## src/rtl/multi_tick_gen_pkg.sv

```systemverilog
// Shared definitions for the multi-channel tick generator.
// Optional per-channel tick counters are enabled with MULTI_TICK_GEN_TICKCNT_EN.
package multi_tick_gen_pkg;

    // Channel state: free-running, or parked after a one-shot expiry.
    typedef enum logic [0:0] {
        RUN  = 1'b0,
        DONE = 1'b1
    } tick_state_t;

    // Width of the optional per-channel tick counter (wraps 255 -> 0).
    localparam int TICKCNT_W = 8;

endpackage : multi_tick_gen_pkg

```

## src/rtl/multi_tick_gen_channel.sv

```systemverilog
// One programmable tick channel: counter, RUN/DONE state and registered outputs.
// With MULTI_TICK_GEN_TICKCNT_EN defined, the channel also keeps a wrapping tick count.
module tick_channel
    import multi_tick_gen_pkg::*;
#(
    parameter int CNT_W   = 26,
    parameter int SPEED_W = 2
) (
    input  logic                 clk,
    input  logic                 resetN,
    input  logic [CNT_W-1:0]     period,
    input  logic [SPEED_W-1:0]   speed,
    input  logic                 enable,
    input  logic                 oneshot,
    input  logic                 restart,
    output logic                 tick,
    output logic                 duty50,
`ifdef MULTI_TICK_GEN_TICKCNT_EN
    output logic [TICKCNT_W-1:0] tick_cnt,
`endif
    output logic                 done
);

    localparam logic [CNT_W-1:0] CNT_ONE = {{(CNT_W-1){1'b0}}, 1'b1};

    logic [CNT_W-1:0] eff_period;
    logic [CNT_W-1:0] count_q, count_d;
    logic             tick_q, tick_d;
    logic             duty_q, duty_d;
    tick_state_t      state_q, state_d;

`ifdef MULTI_TICK_GEN_TICKCNT_EN
    logic [TICKCNT_W-1:0] tick_cnt_q, tick_cnt_d;
`endif

    // The counter runs 0..eff_period, so a tick lands every eff_period+1 enabled cycles.
    assign eff_period = period >> speed;

    // Next-state decode; the if/else order is the priority order of the channel controls.
    always_comb begin
        count_d = count_q;
        tick_d  = 1'b0;
        duty_d  = duty_q;
        state_d = state_q;
`ifdef MULTI_TICK_GEN_TICKCNT_EN
        tick_cnt_d = tick_cnt_q;
`endif
        if (restart) begin
            count_d = '0;
            duty_d  = 1'b0;
            state_d = RUN;
`ifdef MULTI_TICK_GEN_TICKCNT_EN
            tick_cnt_d = '0;
`endif
        end else if (state_q == DONE) begin
            count_d = count_q;
        end else if (!enable) begin
            count_d = count_q;
        end else if (eff_period == '0) begin
            // A zero effective period parks the channel instead of ticking every cycle.
            count_d = '0;
        end else if (count_q >= eff_period) begin
            // >= rather than == so a period lowered below the count fires immediately.
            tick_d  = 1'b1;
            duty_d  = ~duty_q;
            count_d = '0;
            if (oneshot) begin
                state_d = DONE;
            end
`ifdef MULTI_TICK_GEN_TICKCNT_EN
            tick_cnt_d = tick_cnt_q + TICKCNT_W'(1);
`endif
        end else begin
            count_d = count_q + CNT_ONE;
        end
    end

    // Channel registers; reset clears every output at once, independent of the clock.
    always_ff @(posedge clk or negedge resetN) begin
        if (!resetN) begin
            count_q <= '0;
            tick_q  <= 1'b0;
            duty_q  <= 1'b0;
            state_q <= RUN;
        end else begin
            count_q <= count_d;
            tick_q  <= tick_d;
            duty_q  <= duty_d;
            state_q <= state_d;
        end
    end

`ifdef MULTI_TICK_GEN_TICKCNT_EN
    // Wrapping count of ticks emitted since reset or the last restart.
    always_ff @(posedge clk or negedge resetN) begin
        if (!resetN) begin
            tick_cnt_q <= '0;
        end else begin
            tick_cnt_q <= tick_cnt_d;
        end
    end

    assign tick_cnt = tick_cnt_q;
`endif

    assign tick   = tick_q;
    assign duty50 = duty_q;
    // done comes straight from the state flop, so it rises with the final tick.
    assign done   = (state_q == DONE);

endmodule : tick_channel

```

## src/rtl/multi_tick_gen.sv

```systemverilog
// NUM_CH independent programmable tick channels sharing one clock.
// Define MULTI_TICK_GEN_TICKCNT_EN to expose per-channel 8-bit tick counters.
module multi_tick_gen
    import multi_tick_gen_pkg::*;
#(
    parameter int NUM_CH  = 4,
    parameter int CNT_W   = 26,
    parameter int SPEED_W = 2
) (
    input  logic                          clk,
    input  logic                          resetN,
    input  logic [NUM_CH*CNT_W-1:0]       period,
    input  logic [NUM_CH*SPEED_W-1:0]     speed,
    input  logic [NUM_CH-1:0]             enable,
    input  logic [NUM_CH-1:0]             oneshot,
    input  logic [NUM_CH-1:0]             restart,
    output logic [NUM_CH-1:0]             tick,
    output logic [NUM_CH-1:0]             duty50,
`ifdef MULTI_TICK_GEN_TICKCNT_EN
    output logic [NUM_CH*TICKCNT_W-1:0]   tick_cnt,
`endif
    output logic [NUM_CH-1:0]             done
);

    // One channel per slice of the packed input buses; the top only routes bits.
    for (genvar gi = 0; gi < NUM_CH; gi++) begin : g_ch
        tick_channel #(
            .CNT_W   (CNT_W),
            .SPEED_W (SPEED_W)
        ) u_channel (
            .clk      (clk),
            .resetN   (resetN),
            .period   (period[gi*CNT_W +: CNT_W]),
            .speed    (speed[gi*SPEED_W +: SPEED_W]),
            .enable   (enable[gi]),
            .oneshot  (oneshot[gi]),
            .restart  (restart[gi]),
            .tick     (tick[gi]),
            .duty50   (duty50[gi]),
`ifdef MULTI_TICK_GEN_TICKCNT_EN
            .tick_cnt (tick_cnt[gi*TICKCNT_W +: TICKCNT_W]),
`endif
            .done     (done[gi])
        );
    end

endmodule : multi_tick_gen

```

## config.mk

```make
export PLATFORM = sky130hd
export DESIGN_NAME = multi_tick_gen
export DESIGN_NICKNAME = d
export VERILOG_FILES = /design/src/rtl/multi_tick_gen_pkg.sv /design/src/rtl/multi_tick_gen_channel.sv /design/src/rtl/multi_tick_gen.sv
export SDC_FILE = /design/constraint.sdc
export NUM_CORES = 1
export LEC_CHECK = 0
export BUFFER_PORTS_ARGS = -buffer_cell sky130_fd_sc_hd__buf_2
export CAP_MARGIN = 20
export CELL_PAD_IN_SITES_DETAIL_PLACEMENT = 1
export CELL_PAD_IN_SITES_GLOBAL_PLACEMENT = 1
export CORE_ASPECT_RATIO = 0.9
export CORE_MARGIN = 2
export CORE_UTILIZATION = 46
export DETAILED_ROUTE_END_ITERATION = 6
export PLACE_DENSITY_LB_ADDON = 0.1
export SLEW_MARGIN = 20
export SYNTH_ARGS = -nofsm -noshare
export SYNTH_HDL_FRONTEND = slang
export SYNTH_SLANG_ARGS = --single-unit
```

## constraint.sdc

```tcl
create_clock -name clk -period 3.1 [get_ports clk]
set_input_delay 0.31 -clock clk [delete_from_list [all_inputs] [get_ports clk]]
set_output_delay 0.31 -clock clk [all_outputs]
set_load 0.05 [all_outputs]
```

## Word-level counts from Yosys, hierarchy flattened

Index checks and enable logic that the tools add are counted.

| cells by class | value |
|---|---|
| add/subtract/negate cells | 4 |
| order comparisons | 4 |
| equality and inequality tests | 8 |
| shift operators | 4 |
| muxes and demuxes | 84 |
| bitwise logic cells | 4 |
| reduce and logical (&&, ||, !) cells | 20 |

Operators by type and width:

| cell | count |
|---|---|
| 26-bit 2-to-1 mux | 20 |
| 26-bit by 1-bit adder with 26-bit output, second input constant | 4 |
| 26-bit >= comparator | 4 |
| 26-bit logical NOT | 4 |
| 26-bit by 2-bit right shift with 26-bit output | 4 |
| 1-bit 2-to-1 mux | 64 |
| 2-bit != test, second input constant | 8 |
| 4-bit AND reduction | 4 |
| 2-bit nonzero test | 8 |
| 2-bit AND reduction | 4 |
| 1-bit NOT | 4 |

| storage, ports and cells | value |
|---|---|
| bits in registers | 116 |
| input bits | 126 |
| output and inout bits | 12 |

## Depth between registers and ports, before layout

| depth | value |
|---|---|
| depth in word-level cells | 7 |
| mapped depth | 17 |

## Modules after synthesis

A second synthesis with hierarchy kept.

| second synthesis, totals | value |
|---|---|
| cell total of the unflattened synthesis | 1,340 |
| area, all modules | 12,191.7 µm² |

Modules (own cells, without submodules):

| module | times used | cells each | area each (µm²) |
|---|---|---|---|
| tick_channel (g_ch[0].u_channel ...) | 2 | 333 | 3,129.3 |
| tick_channel (g_ch[1].u_channel) | 1 | 355 | 3,056.7 |
| tick_channel (g_ch[3].u_channel) | 1 | 319 | 2,876.5 |

## Worst setup path before layout

Ideal clock, no wire load.

| timing | value |
|---|---|
| kind | in2reg |
| start | in speed[7] |
| end | reg g_ch[3].u_channel.count_q[14] |
| arrival time | 3.530 ns |
| slack | -0.495 ns |
| cell stages on the path | 16 |
| path buffers | 5 |
| cells stage by stage | clkbuf_2 -> buf_4 -> buf_2 -> buf_1 -> mux2i_1 -> nand2_1 -> nand2_1 -> ha_1 -> a21o_1 -> a21o_1 -> a211oi_1 -> nor3_1 -> or4_1 -> buf_2 -> o21ai_0 -> a22o_1 |

| between the ends | value |
|---|---|
| word-level cells in the longest chain between the ends | 7 |
| elaborated cells on any way between the ends | 8 |
| those cells by class | 1 x order compare; 1 x shift; 5 x mux; 1 x reduce/logical |

RTL lines:

| element | line | text |
|---|---|---|
| start: declaration | multi_tick_gen.sv:13 | `input logic [NUM_CH*SPEED_W-1:0] speed,` |
| 26-bit by 2-bit right shift with 26-bit output (*) | multi_tick_gen_channel.sv:37 | `assign eff_period = period >> speed;` |
| 26-bit >= comparator | multi_tick_gen_channel.sv:62 | `end else if (count_q >= eff_period) begin` |
| 26-bit 2-to-1 mux | multi_tick_gen_channel.sv:62 |  |
| 26-bit 2-to-1 mux (*) | multi_tick_gen_channel.sv:59 | `end else if (eff_period == '0) begin` |
| 26-bit 2-to-1 mux (*) | multi_tick_gen_channel.sv:57 | `end else if (!enable) begin` |
| 26-bit 2-to-1 mux (*) | multi_tick_gen_channel.sv:55 | `end else if (state_q == DONE) begin` |
| 26-bit 2-to-1 mux (*) | multi_tick_gen_channel.sv:48 | `if (restart) begin` |
| end signal: assignment | multi_tick_gen_channel.sv:86 | `count_q <= count_d;` |
| end: declaration | multi_tick_gen_channel.sv:27 | `logic [CNT_W-1:0] count_q, count_d;` |

Mark *: on every way between the ends. The rest lies on a longest branch, timed or not. The select of a mux whose other input is x is not followed.
A chain may end at the register's enable or synchronous reset.

## Worst setup path in the final report

| timing | value |
|---|---|
| start | in speed[0] |
| end | reg g_ch[0].u_channel.count_q[8] |

| between the ends | value |
|---|---|
| word-level cells in the longest chain between the ends | 7 |
| elaborated cells on any way between the ends | 8 |
| those cells by class | 1 x order compare; 1 x shift; 5 x mux; 1 x reduce/logical |

RTL lines:

| element | line |
|---|---|
| 26-bit by 2-bit right shift with 26-bit output (*) | multi_tick_gen_channel.sv:37 |
| 26-bit >= comparator | multi_tick_gen_channel.sv:62 |
| 26-bit 2-to-1 mux | multi_tick_gen_channel.sv:62 |
| 26-bit 2-to-1 mux (*) | multi_tick_gen_channel.sv:59 |
| 26-bit 2-to-1 mux (*) | multi_tick_gen_channel.sv:57 |
| 26-bit 2-to-1 mux (*) | multi_tick_gen_channel.sv:55 |
| 26-bit 2-to-1 mux (*) | multi_tick_gen_channel.sv:48 |
| end signal: assignment | multi_tick_gen_channel.sv:86 |
| end: declaration | multi_tick_gen_channel.sv:27 |

Marked as above.

==> results_tabular.tex <==
\begin{tabular}{lr}
\hline
Metric & Value \\
\hline
\multicolumn{2}{l}{\textbf{Status}} \\
\quad Status & complete, no violations \\
\multicolumn{2}{l}{\textbf{Global route}} \\
\quad Largest net degree at the start of global routing & 35 \\
\quad Vias in the first global route & about 12k \\
\quad Wire length of the first global-routing pass & 58.6 mm \\
\quad Initial antenna violation count & 0 \\
\quad All-layer global routing usage & between 20 and 30\% \\
\quad Gr ovfl total & 0 \\
\multicolumn{2}{l}{\textbf{Place}} \\
\quad Placer congestion estimate & between 0.8 and 0.9 \\
\quad Pre-CTS WS & -0.664 ns \\
\quad DPL Wire Length & about 28 mm \\
\quad Port buffer count & 137 \\
\multicolumn{2}{l}{\textbf{Timing}} \\
\quad Actual slew at the worst max-slew pin & $\sim$1.1 ns \\
\quad RSZ-0062 raised after global routing & false \\
\quad Worst clock skew on the final layout & between 0.007 and 0.008 ns \\
\quad Highest achievable clock rate & $\sim$0.34 GHz \\
\quad Slew headroom & 29.5\% \\
\quad Fraction of the cycle the final worst path needs & 94.9\% \\
\quad Final-report hold violation count & 0 \\
\quad Setup WS post-layout & about 0.16 ns \\
\quad Number of setup violations in the final report & 0 \\
\quad Count of final max-slew check failures & 0 \\
\quad Post-Route Setup TNS & 0 ns \\
\quad Clock period minus worst slack & approximately 2.9 ns \\
\multicolumn{2}{l}{\textbf{Pwr}} \\
\quad Leakage power & 0.00687 uW \\
\quad Largest vdd supply drop & 255 uV \\
\quad Power density of the placed cells & 312 nW/um2 \\
\multicolumn{2}{l}{\textbf{Hold path}} \\
\quad Hold Path Class & in2reg \\
\multicolumn{2}{l}{\textbf{Yosys}} \\
\quad Flip-flop cell with the highest count after synthesis & sky130\_fd\_sc\_hd\_\_dfrtp\_1 \\
\quad Most used standard cells in the synthesized netlist & 123 x sky130\_fd\_sc\_hd\_\_nor2\_1, 116 x sky130\_fd\_sc\_hd\_\_dfrtp\_1, 108 x sky130\_fd\_sc\_hd\_\_ha\_1 \\
\quad Fraction of post-synthesis cell area in the top cell type by area & between 20\% and 30\% \\
\quad Synth warnings & 0 \\
\quad Leading area contributor after synthesis & sky130\_fd\_sc\_hd\_\_dfrtp\_1 \\
\quad Fraction of registers with async set/reset & 100\% \\
\quad Post-synth net total & 1537 \\
\quad Synthesis-stage register bit count & around 120 \\
\quad Proportion of synthesized chip area in sequential cells & roughly 25\% \\
\quad Cell area after synthesis & 11500 um2 \\
\quad Count leader, synth & sky130\_fd\_sc\_hd\_\_nor2\_1 \\
\quad Number of synthesized flops with an enable pin & 0 \\
\quad Number of standard cells after synthesis & 1303 \\
\quad Count of distinct cell types in the synthesized netlist & 70 \\
\quad Area contributors post-synth & sky130\_fd\_sc\_hd\_\_dfrtp\_1 25\%, sky130\_fd\_sc\_hd\_\_ha\_1 12\%, sky130\_fd\_sc\_hd\_\_mux4\_2 11\% \\
\quad Per-instance average area after synthesis & between 8 and 9 um2 \\
\multicolumn{2}{l}{\textbf{Finish}} \\
\quad Count of antenna diodes in the layout & 0 \\
\quad Number of nets in the layout & between 1.5k and 2k \\
\quad Share of layout cells above drive strength 1 & between 20\% and 30\% \\
\quad Number of filler cells placed in the layout & roughly 3.0k \\
\quad Synth-to-layout area growth & 22.8\% \\
\multicolumn{2}{l}{\textbf{Die}} \\
\quad Starting density of the core & between 40\% and 50\% \\
\quad Ports & around 140 \\
\quad Die W & about 170 um \\
\quad Die height & 154 um \\
\quad DIE AREA & $\sim$26000 um2 \\
\quad Core outline area & between 20000 and 25000 um2 \\
\quad Rows & 54 \\
\multicolumn{2}{l}{\textbf{Worst setup path}} \\
\quad Setup crit end kind & register \\
\quad Critical register-to-register path startpoint & g\_ch[0].u\_channel.count\_q[23] \\
\quad Length in cells of the worst reg-to-reg path & 11 \\
\quad Critical Path End & g\_ch[0].u\_channel.count\_q[8] \\
\quad Setup slack on the worst flop-to-flop path & around 0.26 ns \\
\quad Data required time of the critical path & 3.40 ns \\
\quad Maximum net fanout on the critical path & 6 \\
\quad Crit start category & primary input \\
\quad Worst setup path start & speed[0] \\
\quad Data arrival time of the critical path & around 3.2 ns \\
\quad Critical path start-end classification & in2reg \\
\quad Capture instance of the worst register-to-register path & g\_ch[0].u\_channel.count\_q[8] \\
\multicolumn{2}{l}{\textbf{Detailed routing}} \\
\quad Detailed-route DRC error count & 0 \\
\quad Via total after detailed routing & 11.3k \\
\quad DR vias/cell & between 5 and 6 \\
\quad Routed wire length per instance & 18.8 um \\
\quad Total Routed Length & 35.8 mm \\
\quad Detailed Route Iter0 Violations & about 570 \\
\quad Number of antenna-violating nets in the routed design & 0 \\
\quad DRT Pass-1 Iters & 5 \\
\multicolumn{2}{l}{\textbf{Clock tree}} \\
\quad Number of buffers created by CTS & 17 \\
\quad Clock sinks & 116 \\
\quad Clk Latency, worst-skew pair & approximately 0.42 ns \\
\quad Clock tree from TritonCTS & done \\
\quad Clock transition at the registers of the reported paths & about 0.060 ns \\
\quad Root buffer cell & sky130\_fd\_sc\_hd\_\_clkbuf\_16 \\
\quad Longest Clk Path Bufs & 2 \\
\quad H-tree levels & 4 \\
\multicolumn{2}{l}{\textbf{Job}} \\
\quad Max cap viols & 0 \\
\hline
\end{tabular}
cell usage in the layout (no fill, tap or decap), drive strengths merged, types with 6 or more instances in the layout:
cell type / synthesis / routed
nor2: 125 / 126
mux2: 33 / 33
a31oi: 11 / 11
mux4: 54 / 54
nand2: 88 / 88
and2: 10 / 10
clkbuf: 20 / 22
xnor2: 26 / 26
or2: 9 / 9
buf: 44 / 290
clkinv: 0 / 6
inv: 99 / 99
nand2b: 13 / 13
and3: 15 / 15
nand3: 79 / 79
mux2i: 38 / 38
o22ai: 12 / 12
or3: 9 / 9
nor3: 30 / 30
nand4: 47 / 47
o21bai: 9 / 9
ha: 108 / 108
dfrtp: 116 / 116
nor2b: 19 / 19
nor4: 27 / 27
o21ai: 44 / 44
a22o: 26 / 26
a21oi: 61 / 61
or4: 8 / 8
xor2: 12 / 12
a211oi: 12 / 12
a21o: 43 / 43
cell type report:
class	count	area (um2)	share of cell area [%]
Tap cell	336	420	2.97
Timing Repair Buffer	293	1960	13.8
Inverter	99	372	2.62
Multi-Input combinational cell	1025	7990	56.4
Sequential cell	116	2900	20.5
Clock buffer	21	460	3.25
Clock inverter	10	60.1	0.424
power by group:
part / leakage (uW) / switching (uW) / internal [uW]
combinational: 0.00501 / 572 / 530
clock: 0.000250 / 724 / 1050
sequential: 0.00161 / 18.3 / 1530
stage by stage:
stage	power (uW)	instances	area (um2)	utilization, %	hold WS (ns)
after floorplan	2190	1303	11700	-	0.0144
final	4420	1900	14200	57.9	0.119
after global placement	2610	1865	13500	55.4	0.272
after global routing	4630	1900	14200	57.9	0.110
after detailed placement	2660	1865	13500	55.4	0.267
after CTS	4440	1898	14100	57.7	0.104
how the worst min path moves through the flow:
stage	from	to	slack (ns)	cells after the start
after floorplan	resetN	g_ch[0].u_channel.count_q[0]	0.01	0
after global placement	resetN	g_ch[3].u_channel.count_q[1]	0.27	1
after detailed placement	resetN	g_ch[3].u_channel.count_q[1]	0.27	1
after CTS	restart[1]	g_ch[1].u_channel.tick	0.10	2
after global routing	restart[1]	g_ch[1].u_channel.tick	0.11	2
final	restart[1]	g_ch[1].u_channel.tick	0.12	2
critical path: stages:
cell and delay (ns):
sky130_fd_sc_hd__buf_2 0.19, sky130_fd_sc_hd__mux4_2 0.57, sky130_fd_sc_hd__inv_1 0.08, sky130_fd_sc_hd__ha_1 0.12, sky130_fd_sc_hd__nand4_1 0.12, sky130_fd_sc_hd__or3_1 0.48
sky130_fd_sc_hd__o32a_1 0.40, sky130_fd_sc_hd__o211ai_1 0.18, sky130_fd_sc_hd__a211oi_2 0.08, sky130_fd_sc_hd__buf_4 0.17, sky130_fd_sc_hd__buf_4 0.16, sky130_fd_sc_hd__buf_4 0.13
sky130_fd_sc_hd__a21oi_1 0.15, sky130_fd_sc_hd__o22ai_1 0.10
logic make-up after synthesis:
logic type,count (synthesis),share of synthesized area [%]
buffers and inverters,163,6.35
XOR/XNOR,38,2.89
AO/OA/AOI/OAI,265,15.6
adder cells (fa/ha/maj),108,11.7
AND/OR/NAND/NOR,488,21.2
multiplexers,125,17.1
flip-flops,116,25.2
per-layer routing:
layer,GRT usage (%),part of all wire (%)
met2,46.4,49
met1,37.3,47
met5,0,0
met4,6.86,1.4
met3,3.48,3.3
flip-flops by register name, indices dropped and copies added (netlist names):
name,cells
g_ch.u_channel.count_q,104
g_ch.u_channel.done,4
g_ch.u_channel.duty50,4
g_ch.u_channel.tick,4
repair_timing:
action,4_1_cts,5_1_grt
pin swaps,1,1
setup buffers,0,1
cloned,1,1
resized for setup,5,13
hold endpoints to repair,27,0
setup endpoints to repair,14,69
hold buffers,1,0
Note: power is estimated with default switching activity, not from simulation.
